<file path="src/rtl/mem_arbiter.sv">
// Shares the single-port core memory between instruction fetch and load/store.
// Latency: grant in the request cycle (combinational), response registered one cycle later.
// Backpressure: a requester holds req until gnt; data wins contention, at most MAX_STREAK times in a row while fetch waits.
module mem_arbiter #(
  parameter int unsigned MAX_STREAK = 4
) (
  input  logic        clk,
  input  logic        rst_n,
  input  logic        if_req,
  input  logic [31:0] if_addr,
  output logic        if_gnt,
  output logic        if_rvalid,
  output logic [31:0] if_rdata,
  input  logic        d_req,
  input  logic        d_we,
  input  logic [31:0] d_addr,
  input  logic [31:0] d_wdata,
  output logic        d_gnt,
  output logic        d_rvalid,
  output logic [31:0] d_rdata,
  output logic        d_err,
  output logic [31:0] mem_address,
  output logic [31:0] mem_write_data,
  output logic        mem_write_enable,
  input  logic [31:0] mem_read_data
);

  localparam logic [3:0] STREAK_MAX = 4'(MAX_STREAK);

  logic [3:0] streak;
  logic       d_win;
  logic       d_aligned;

  assign d_aligned      = (d_addr[1:0] == 2'b00);
  assign mem_write_data = d_wdata;

  // Arbitration and memory drive: data wins unless fetch has already waited out
  // MAX_STREAK consecutive data grants. Grants are held off while in reset so
  // no write can reach the memory then. Misaligned stores are granted but never written.
  always_comb begin
    d_win            = d_req && (!if_req || (streak < STREAK_MAX));
    d_gnt            = rst_n && d_win;
    if_gnt           = rst_n && if_req && !d_win;
    mem_address      = d_gnt ? d_addr : if_addr;
    mem_write_enable = d_gnt && d_we && d_aligned;
  end

  // Streak of data grants taken while fetch was waiting; any idle-fetch cycle
  // or fetch grant restarts it, and it saturates at MAX_STREAK.
  always_ff @(posedge clk or negedge rst_n) begin
    if (!rst_n) begin
      streak <= 4'd0;
    end else if (!if_req || if_gnt) begin
      streak <= 4'd0;
    end else if (d_gnt && (streak < STREAK_MAX)) begin
      streak <= streak + 4'd1;
    end
  end

  // Response capture: one-cycle rvalid pulse after each grant. Load data is only
  // captured for aligned loads, so stores and misaligned accesses keep d_rdata.
  always_ff @(posedge clk or negedge rst_n) begin
    if (!rst_n) begin
      if_rvalid <= 1'b0;
      if_rdata  <= 32'h0;
      d_rvalid  <= 1'b0;
      d_rdata   <= 32'h0;
      d_err     <= 1'b0;
    end else begin
      if_rvalid <= if_gnt;
      d_rvalid  <= d_gnt;
      d_err     <= d_gnt && !d_aligned;
      if (if_gnt) begin
        if_rdata <= mem_read_data;
      end
      if (d_gnt && !d_we && d_aligned) begin
        d_rdata <= mem_read_data;
      end
    end
  end

endmodule

</file>
<file path="config.mk">
export PLATFORM = sky130hd
export DESIGN_NAME = mem_arbiter
export DESIGN_NICKNAME = d
export VERILOG_FILES = /design/src/rtl/mem_arbiter.sv
export SDC_FILE = /design/constraint.sdc
export NUM_CORES = 1
export LEC_CHECK = 0
export ABC_AREA = 0
export BUFFER_PORTS_ARGS = -buffer_cell sky130_fd_sc_hd__clkbuf_2
export CORE_AREA = 2 2 105 107
export CTS_CLUSTER_DIAMETER = 120
export DETAILED_ROUTE_END_ITERATION = 10
export DIE_AREA = 0 0 107 109
export PLACE_DENSITY_LB_ADDON = 0.25
export SLEW_MARGIN = 25
export SYNTH_ARGS = -nofsm -noshare
export SYNTH_HDL_FRONTEND = slang
export SYNTH_SLANG_ARGS = --single-unit
</file>
<file path="constraint.sdc">
create_clock -name clk -period 3.74 [get_ports clk]
set_clock_uncertainty 0.15 [all_clocks]
set_input_delay 0.187 -clock clk [delete_from_list [all_inputs] [get_ports clk]]
set_output_delay 0.187 -clock clk [all_outputs]
set_load 0.05 [all_outputs]
</file>
Yosys cells after proc, flatten, opt, wreduce, memory -nomap -nowiden
Index checks and enable logic that the tools add are counted.
{ "totals": {"regBits": 71, "inputBits": 133, "elab_cells": 29, "out_inout_bits": 134} }
{ "classes": {"add_sub_neg": 1, "muxes": 3, "reduce_logical": 18, "magnitude_cmp": 1} }
{ "op_table": {"columns": ["operator", "count"], "rows": [
  ["$mux 32", 1],
  ["$logic_and 1x1->1", 10],
  ["$mux 4", 2],
  ["$add 4x1->4 const B", 1],
  ["$logic_not 1->1", 4],
  ["$lt 4x3->1 const B", 1],
  ["$logic_not 2->1", 1],
  ["$logic_or 1x1->1", 2],
  ["$reduce_bool 2->1", 1]
]} }

Longest topological paths before layout
Gate-level depths: netlist of run 1.
{ "logic_depth": {"depth_word": 7, "depth_mapped": 5, "mapped_depth_nobuf": 3} }

Least setup slack after synthesis of run 1
No wires, ideal clock.
{ "synth_path": {"kind": "reg2out", "startpoint": "reg streak[3]", "endpoint": "out mem_write_enable", "path_buffers": 1, "required_time_ns": 3.403, "arrival_time_ns": 1.627, "path_slack_ns": 1.776, "stages_incl_launch_ff": 5, "path_cell_list": "dfrtp_1 > o21ai_4 > nand3_4 > buf_2 > nor2_1"} }
{ "synth_via": {"elab_chain_len": 6} }
{ "synth_lines": {"columns": ["element", "line", "text"], "rows": [
  ["from (decl)", "30", "logic [3:0] streak;"],
  ["from (signal assigned)", "56", "streak <= streak + 4'd1;"],
  ["$lt 4x3->1", "41", "d_win = d_req && (!if_req || (streak < STREAK_MAX));"],
  ["$logic_or 1x1->1", "41", null],
  ["$logic_and 1x1->1", "41", null],
  ["$logic_and 1x1->1", "42", "d_gnt = rst_n && d_win;"],
  ["$logic_and 1x1->1 (2 in series)", "45", "mem_write_enable = d_gnt && d_we && d_aligned;"],
  ["to (decl)", "24", "output logic mem_write_enable,"]
]} }
No other way between the ends.

Worst setup path after layout of run 1
{ "layout_path": {"startpoint": "in if_req", "endpoint": "out mem_address[29]"} }
{ "layout_via": {"elab_chain_len": 5} }
{ "layout_lines": {"columns": ["element", "line", "text"], "rows": [
  ["from (decl)", "9", "input logic if_req,"],
  ["$logic_not 1->1", "41", null],
  ["$logic_or 1x1->1", "41", null],
  ["$logic_and 1x1->1", "41", null],
  ["$logic_and 1x1->1", "42", null],
  ["$mux 32", "44", "mem_address = d_gnt ? d_addr : if_addr;"],
  ["to (decl)", "22", "output logic [31:0] mem_address,"]
]} }
No other way between the ends.

==> results of run 1 <==
[tightest hold or removal path, stage by stage]
cell and delay [ns]:
clkbuf_2 0.18, nand4_1 0.11, a21boi_0 0.08
[synth_stat cells]
master / count
mux2_2: 65
clkbuf_2: 1
mux2_1: 1
nor3_2: 1
a21boi_0: 3
nand2b_1: 3
mux2_4: 30
nand4b_1: 1
buf_6: 3
o21ai_4: 1
a21oi_2: 1
nand3_4: 1
ha_1: 1
nand2_1: 2
nand4_1: 2
dfrtp_1: 71
nor2_1: 4
and3b_1: 1
nand4_4: 1
inv_1: 1
buf_4: 36
buf_2: 3
[registers in the layout (all words and copies together) (netlist names)]
signal,flops
d_err,1
d_rdata,32
d_rvalid,1
if_rdata,32
if_rvalid,1
streak,4
[worst max path at each step]
| stage | startpoint | endpoint | slack (ns) |
|---|---|---|---|
| final | if_req | mem_address[29] | 1.25 |
| after global routing | streak[3] | mem_address[29] | 1.10 |
| after CTS | if_req | mem_address[29] | 1.20 |
| after detailed placement | streak[3] | d_rdata[8] | 1.50 |
| after global placement | streak[3] | d_rdata[0] | 1.55 |
| after floorplan | streak[3] | mem_write_enable | 1.78 |
[power groups by stage]
stage,clock (mW),sequential [mW],combinational [mW]
after floorplan,0,1.53,0.426
after detailed placement,0,1.01,1.16
after CTS,0.727,1.00,1.19
after global placement,0,1.01,1.15
final,0.702,0.999,1.18
after global routing,0.761,1.02,1.23
[metal layers]
metal | global-route usage (%) | wire length (um)
met1 | 21.2 | 4100
met2 | 30.0 | 5300
met3 | 8.43 | 1190
met4 | 4.73 | 86
met5 | 0 | 0
[cell type report]
class	instances	area [um^2]
inverter	1	3.75
sequential	71	1780
clock buffer	12	155
multi-input combinational	118	1380
clock inverter	4	77.6
fill	960	5640
tap	140	175
timing repair buffer	240	1390
[logic make-up (layout without fill, tap and decap cells)]
kind of cell	Yosys count	count (layout)	synth area share (%)
buffers and inverters	44	257	9.42
adder cells (fa/ha/maj)	1	1	0.360
AND/OR/NAND/NOR	16	16	3.45
flip-flops	71	71	51.1
multiplexers	96	96	34.3
AO/OA/AOI/OAI	5	5	1.37
[through the flow]
stage	cells	hold slack (ns)	util [%]	power (mW)	area [um^2]
after floorplan	233	-0.259	-	1.95	3480
after global routing	586	0.0995	46.8	3.01	4960
final	586	0.0950	46.8	2.88	4960
after CTS	586	0.0665	46.8	2.92	4960
after detailed placement	534	-0.110	41.2	2.17	4370
after global placement	534	-0.114	41.2	2.16	4370
[what timing repair did]
item                       CTS  global route
setup endpoints to repair    0             0
hold endpoints to repair    72             0
hold buffers                36             0
==> flow_summary.json, run 1 <==
{
  "status": "complete, no violations",
  "synth_fp_nets": 367,
  "areaGrowthSynthToFinish_pct": 42.6,
  "combinationalPowerShare_pct": 41.0,
  "cp.depth": 6,
  "maxCapViolations": 0,
  "final_cell_mix": "201 x clkbuf_2, 71 x dfrtp_1, 65 x mux2_2, 36 x dlygate4sd3_1, 30 x mux2_4",
  "synth.area.top_cells": "dfrtp_1 51%, mux2_2 21%, mux2_4 13%, buf_4 7.8%, buf_6 0.97%",
  "grt_max_degree": 68,
  "rrSetupSlack_ns": 1.51,
  "antenna_found_initial": 0,
  "path_delay_family": "buffers and inverters",
  "grtUsageTotal_pct": 18.1,
  "clkLatencyLatePin_ns": 0.35,
  "netSwitchingPower_mw": 1.20,
  "ys_seq_area_share_pct": 51.1,
  "grt_pass1_vias": 2711,
  "vias": 2622,
  "p_sw_share_pct": 41.5,
  "fp.dieW_um": 107,
  "min_to": "streak[1]",
  "rows": 38,
  "drive_gt1_share_pct": 71.5,
  "cts-htree-levels": 3,
  "gp_congestion": 0.832,
  "hold_depth": 3,
  "synth_top_area_share_pct": 51.1,
  "yosys_register_bits": 71,
  "grt-ovfl-total": 0,
  "pre_cts_slack_ns": 1.50,
  "grt_pass1_wl_mm": 15.4,
  "layout_commonest_cell": "clkbuf_2",
  "ys_warn_count": 0,
  "cts-root-buf": "clkbuf_8",
  "p_seq_share_pct": 34.7,
  "firstDrtPassIters": 4,
  "drc": 0,
  "initial_core_util_pct": 32.8,
  "ant_nets": 0,
  "hold_violations": 0,
  "crit_buf_inv": 3,
  "clockBufferDepth": 2,
  "path_class": "primary input to primary output",
  "drv_slew": 0,
  "via_per_inst": 4.47,
  "power-per-cell-area_nw_per_um2": 581,
  "required_ns": 3.40,
  "synth_top_area_cell": "dfrtp_1",
  "max_stage_delay_ns": 0.55,
  "final.setup.tns_ns": 0,
  "peakVddDrop_uv": 415,
  "r2r_start": "streak[3]",
  "finish.net_count": 575,
  "timing.final.crit_share_pct": 66.6,
  "synthDistinctLibCells": 22,
  "avgSynthCellArea_um2": 14.9,
  "path_clk_slew_ns": 0.08,
  "hp-class": "primary input to flop",
  "critPathMaxFanout": 35,
  "startpoint_type": "primary input",
  "critPathArrivalTime_ns": 2.15,
  "worstReg2RegEnd": "d_rdata[3]",
  "worst_r2r_path_depth": 3,
  "cts_sinks": 71,
  "drt-total-wl_mm": 10.7,
  "wl_per_cell_um": 18.2,
  "drtIter0Drc": 99,
  "cts_inserted_buffers": 9,
  "clkPwrFrac_pct": 24.4,
  "p_int_mw": 1.69,
  "cp_common_cell": "clkbuf_2",
  "period_needed_ns": 2.49,
  "diodes": 0,
  "crit_chain": "dlygate4sd3_1 -> clkbuf_2 -> o21ai_4 -> nand3_4 -> mux2_2 -> clkbuf_2",
  "synth_area_um2": 3480,
  "post_cts_buffers": 0,
  "worstHoldStart": "d_req",
  "cts_tree": "yes",
  "die_h_um": 109,
  "io_pins": 267,
  "design.core.area_um2": 10600,
  "finalSetupViolations": 0,
  "worst_pin_slew_ns": 0.879,
  "post_cts_resized": 0,
  "rsz0062_at_grt": "false",
  "cp_slowest_cell": "dlygate4sd3_1",
  "cp-end-kind": "primary output",
  "fmax_mhz": 402,
  "setup_slack_ns": 1.25,
  "dp_hpwl_mm": 8.37,
  "design.die.area_um2": 11700,
  "port_buffers": 202,
  "synth_cells": 233,
  "p_leak_nw": 2.60,
  "max_slew_margin_pct": 41.3
}
Power figures use the tool's default switching activity.
==> run 2: changes to the inputs <==
Settings changed: ABC_AREA 0 to 1, CORE_AREA 2 2 105 107 to 2 2 103 105, DIE_AREA 0 0 107 109 to 0 0 105 107.
Clock period 3.74 ns to 2.45 ns, I/O delays scaled along.
==> flow_summary.json, run 2 <==
{
  "status": "complete, no violations",
  "period_needed_ns": 2.26,
  "drive_gt1_share_pct": 35.7,
  "synth_top_area_share_pct": 50.7,
  "cp-end-kind": "primary output",
  "cts_inserted_buffers": 9,
  "drv_slew": 0,
  "path_class": "primary input to primary output",
  "max_slew_margin_pct": 40.0,
  "synthTopCellsByCount": "259 x nand2_1, 71 x dfrtp_1, 36 x buf_4, 35 x nand3_1, 9 x buf_6",
  "initial_core_util_pct": 34.8,
  "synth_area_um2": 3510,
  "firstDrtPassIters": 5,
  "hold_violations": 0,
  "wl_per_cell_um": 15.2,
  "synth.most_common_cell": "nand2_1",
  "ys.flop_type": "dfrtp_1",
  "diodes": 0,
  "synthDistinctLibCells": 19,
  "fmax_mhz": 443,
  "synth_fp_nets": 578,
  "finalSetupViolations": 0,
  "grt_pass1_wl_mm": 18.6,
  "gp_congestion": 0.860,
  "fp.dieW_um": 105,
  "fillers": 990,
  "avgSynthCellArea_um2": 7.90,
  "peakVddDrop_uv": 376,
  "grt-ovfl-total": 0,
  "cts_sinks": 71,
  "startpoint_type": "primary input",
  "via_per_inst": 4.54,
  "port_buffers": 202,
  "ys_seq_area_share_pct": 50.7,
  "clockBufferDepth": 2,
  "synth_top_area_cell": "dfrtp_1",
  "cts-root-buf": "clkbuf_8",
  "cts-htree-levels": 3,
  "cp_slowest_cell": "dlygate4sd3_1",
  "synth_edf_count": 0,
  "areaGrowthSynthToFinish_pct": 50.4,
  "synth_cells": 444,
  "timing.final.crit_share_pct": 92.1,
  "post_cts_buffers": 0,
  "maxCapViolations": 0,
  "grt_max_degree": 71,
  "crit_chain": "dlygate4sd3_1 -> clkbuf_2 -> o21ai_2 -> nand2_4 -> nor2_8 -> nand2_1 -> nand2_1 -> clkbuf_2",
  "clkLatencyLatePin_ns": 0.33,
  "drc": 0,
  "top_regs": "d_rdata x32, if_rdata x32, streak x4",
  "max_stage_delay_ns": 0.55,
  "antenna_found_initial": 0,
  "rows": 37,
  "design.die.area_um2": 11200,
  "p_leak_nw": 3.12,
  "yosys_register_bits": 71,
  "ant_nets": 0,
  "vias": 3581,
  "rsz0062_at_grt": "false",
  "regArea_um2": 1780,
  "dp_hpwl_mm": 8.87,
  "drt-total-wl_mm": 12.0,
  "postLayoutCoreUtil_pct": 52.3,
  "final.setup.tns_ns": 0,
  "critPathArrivalTime_ns": 1.98,
  "multi_input_area_um2": 1290,
  "hp-class": "primary input to flop",
  "synth.area.top_cells": "dfrtp_1 51%, nand2_1 28%, buf_4 7.7%, nand3_1 5.0%, buf_6 2.9%",
  "cts_tree": "yes",
  "final_cell_mix": "259 x nand2_1, 178 x clkbuf_2, 71 x dfrtp_1, 36 x dlygate4sd3_1, 35 x nand3_1",
  "die_h_um": 107,
  "layout_commonest_cell": "nand2_1",
  "grtUsageTotal_pct": 21.3,
  "required_ns": 2.18,
  "synthArstFlopShare_pct": 100,
  "grt_pass1_vias": 3589,
  "finish.net_count": 781,
  "path_clk_slew_ns": 0.08,
  "critPathMaxFanout": 36,
  "design.core.area_um2": 10100,
  "worst_pin_slew_ns": 0.899,
  "io_pins": 267,
  "power-per-cell-area_nw_per_um2": 819,
  "drtIter0Drc": 170,
  "ys_warn_count": 0
}
==> run 2: layer usage <==
metal | track usage (%) | vias to the layer above | wire, um
met3 | 5.71 | 22 | 899
li1 | - | 1738 | -
met4 | 8.67 | 0 | 363
met1 | 24.1 | 1635 | 4550
met5 | 0 | - | 0
met2 | 38.0 | 186 | 6170
==> run 2: cells by family (layout without fill, tap and decap cells) <==
group                    after synthesis  after routing  synth area share, %
AO/OA/AOI/OAI                          3              3                0.535
adder cells (fa/ha/maj)                1              1                0.357
buffers and inverters                 62            270                 12.8
AND/OR/NAND/NOR                      307            307                 35.7
flip-flops                            71             71                 50.7
==> run 2: worst paths after layout <==
path | end | cells after the start | slack [ns] | from
setup reg to reg | d_rdata[1] | 6 | 0.50 | streak[3]
hold / removal | d_err | 5 | 0.03 | d_addr[0]
hold reg to reg | d_rdata[30] | 2 | 0.33 | d_rdata[30]
min in group asynchronous | d_rdata[31] | 3 | 0.48 | rst_n
setup / recovery | mem_address[27] | 8 | 0.19 | if_req
max in group asynchronous | d_rdata[29] | 3 | 1.07 | rst_n
==> run 2: report_power, final <==
group / internal [mW] / leakage (nW) / switching, mW / total (mW)
Clock: 0.634 / 0.113 / 0.452 / 1.09
Sequential: 1.37 / 0.901 / 0.116 / 1.49
Combinational: 0.463 / 2.10 / 1.28 / 1.74
Total: 2.47 / 3.12 / 1.85 / 4.32
==> run 2: stage by stage <==
stage	power (mW)	worst slack, ns	instance area, um^2	hold slack, ns	std cells
floorplan	2.77	0.225	3510	-0.323	444
global placement	3.19	0.506	4680	-0.222	736
detailed placement	3.21	0.426	4680	-0.220	736
CTS	4.36	0.0465	5270	0.0312	788
global route	4.53	0.0204	5270	0.0537	788
finish	4.32	0.195	5270	0.0332	788
==> run 2: timing repair <==
| item | 4_1_cts | 5_1_grt |
|---|---|---|
| hold buffers | 36 | 0 |
| endpoints found under the setup margin | 0 | 9 |
| hold endpoints to repair | 139 | 0 |
| resized for setup | 0 | 1 |
==> run 2: final cells by class <==
cell class,instances,share of cell area [%]
flip-flops and latches,71,33.7
clock inverters,4,1.45
repair buffers,245,33.6
clock buffers,12,2.94
well taps,136,3.23
inverters,9,0.688
multi-input cells,311,24.4
==> run 2: worst max-delay path, delay by kind of cell <==
kind                   cells  cell delay (ns)
buffers and inverters      3             0.99
and+or+nand+nor            4             0.77
AOI/OAI and AO/OA          1             0.09
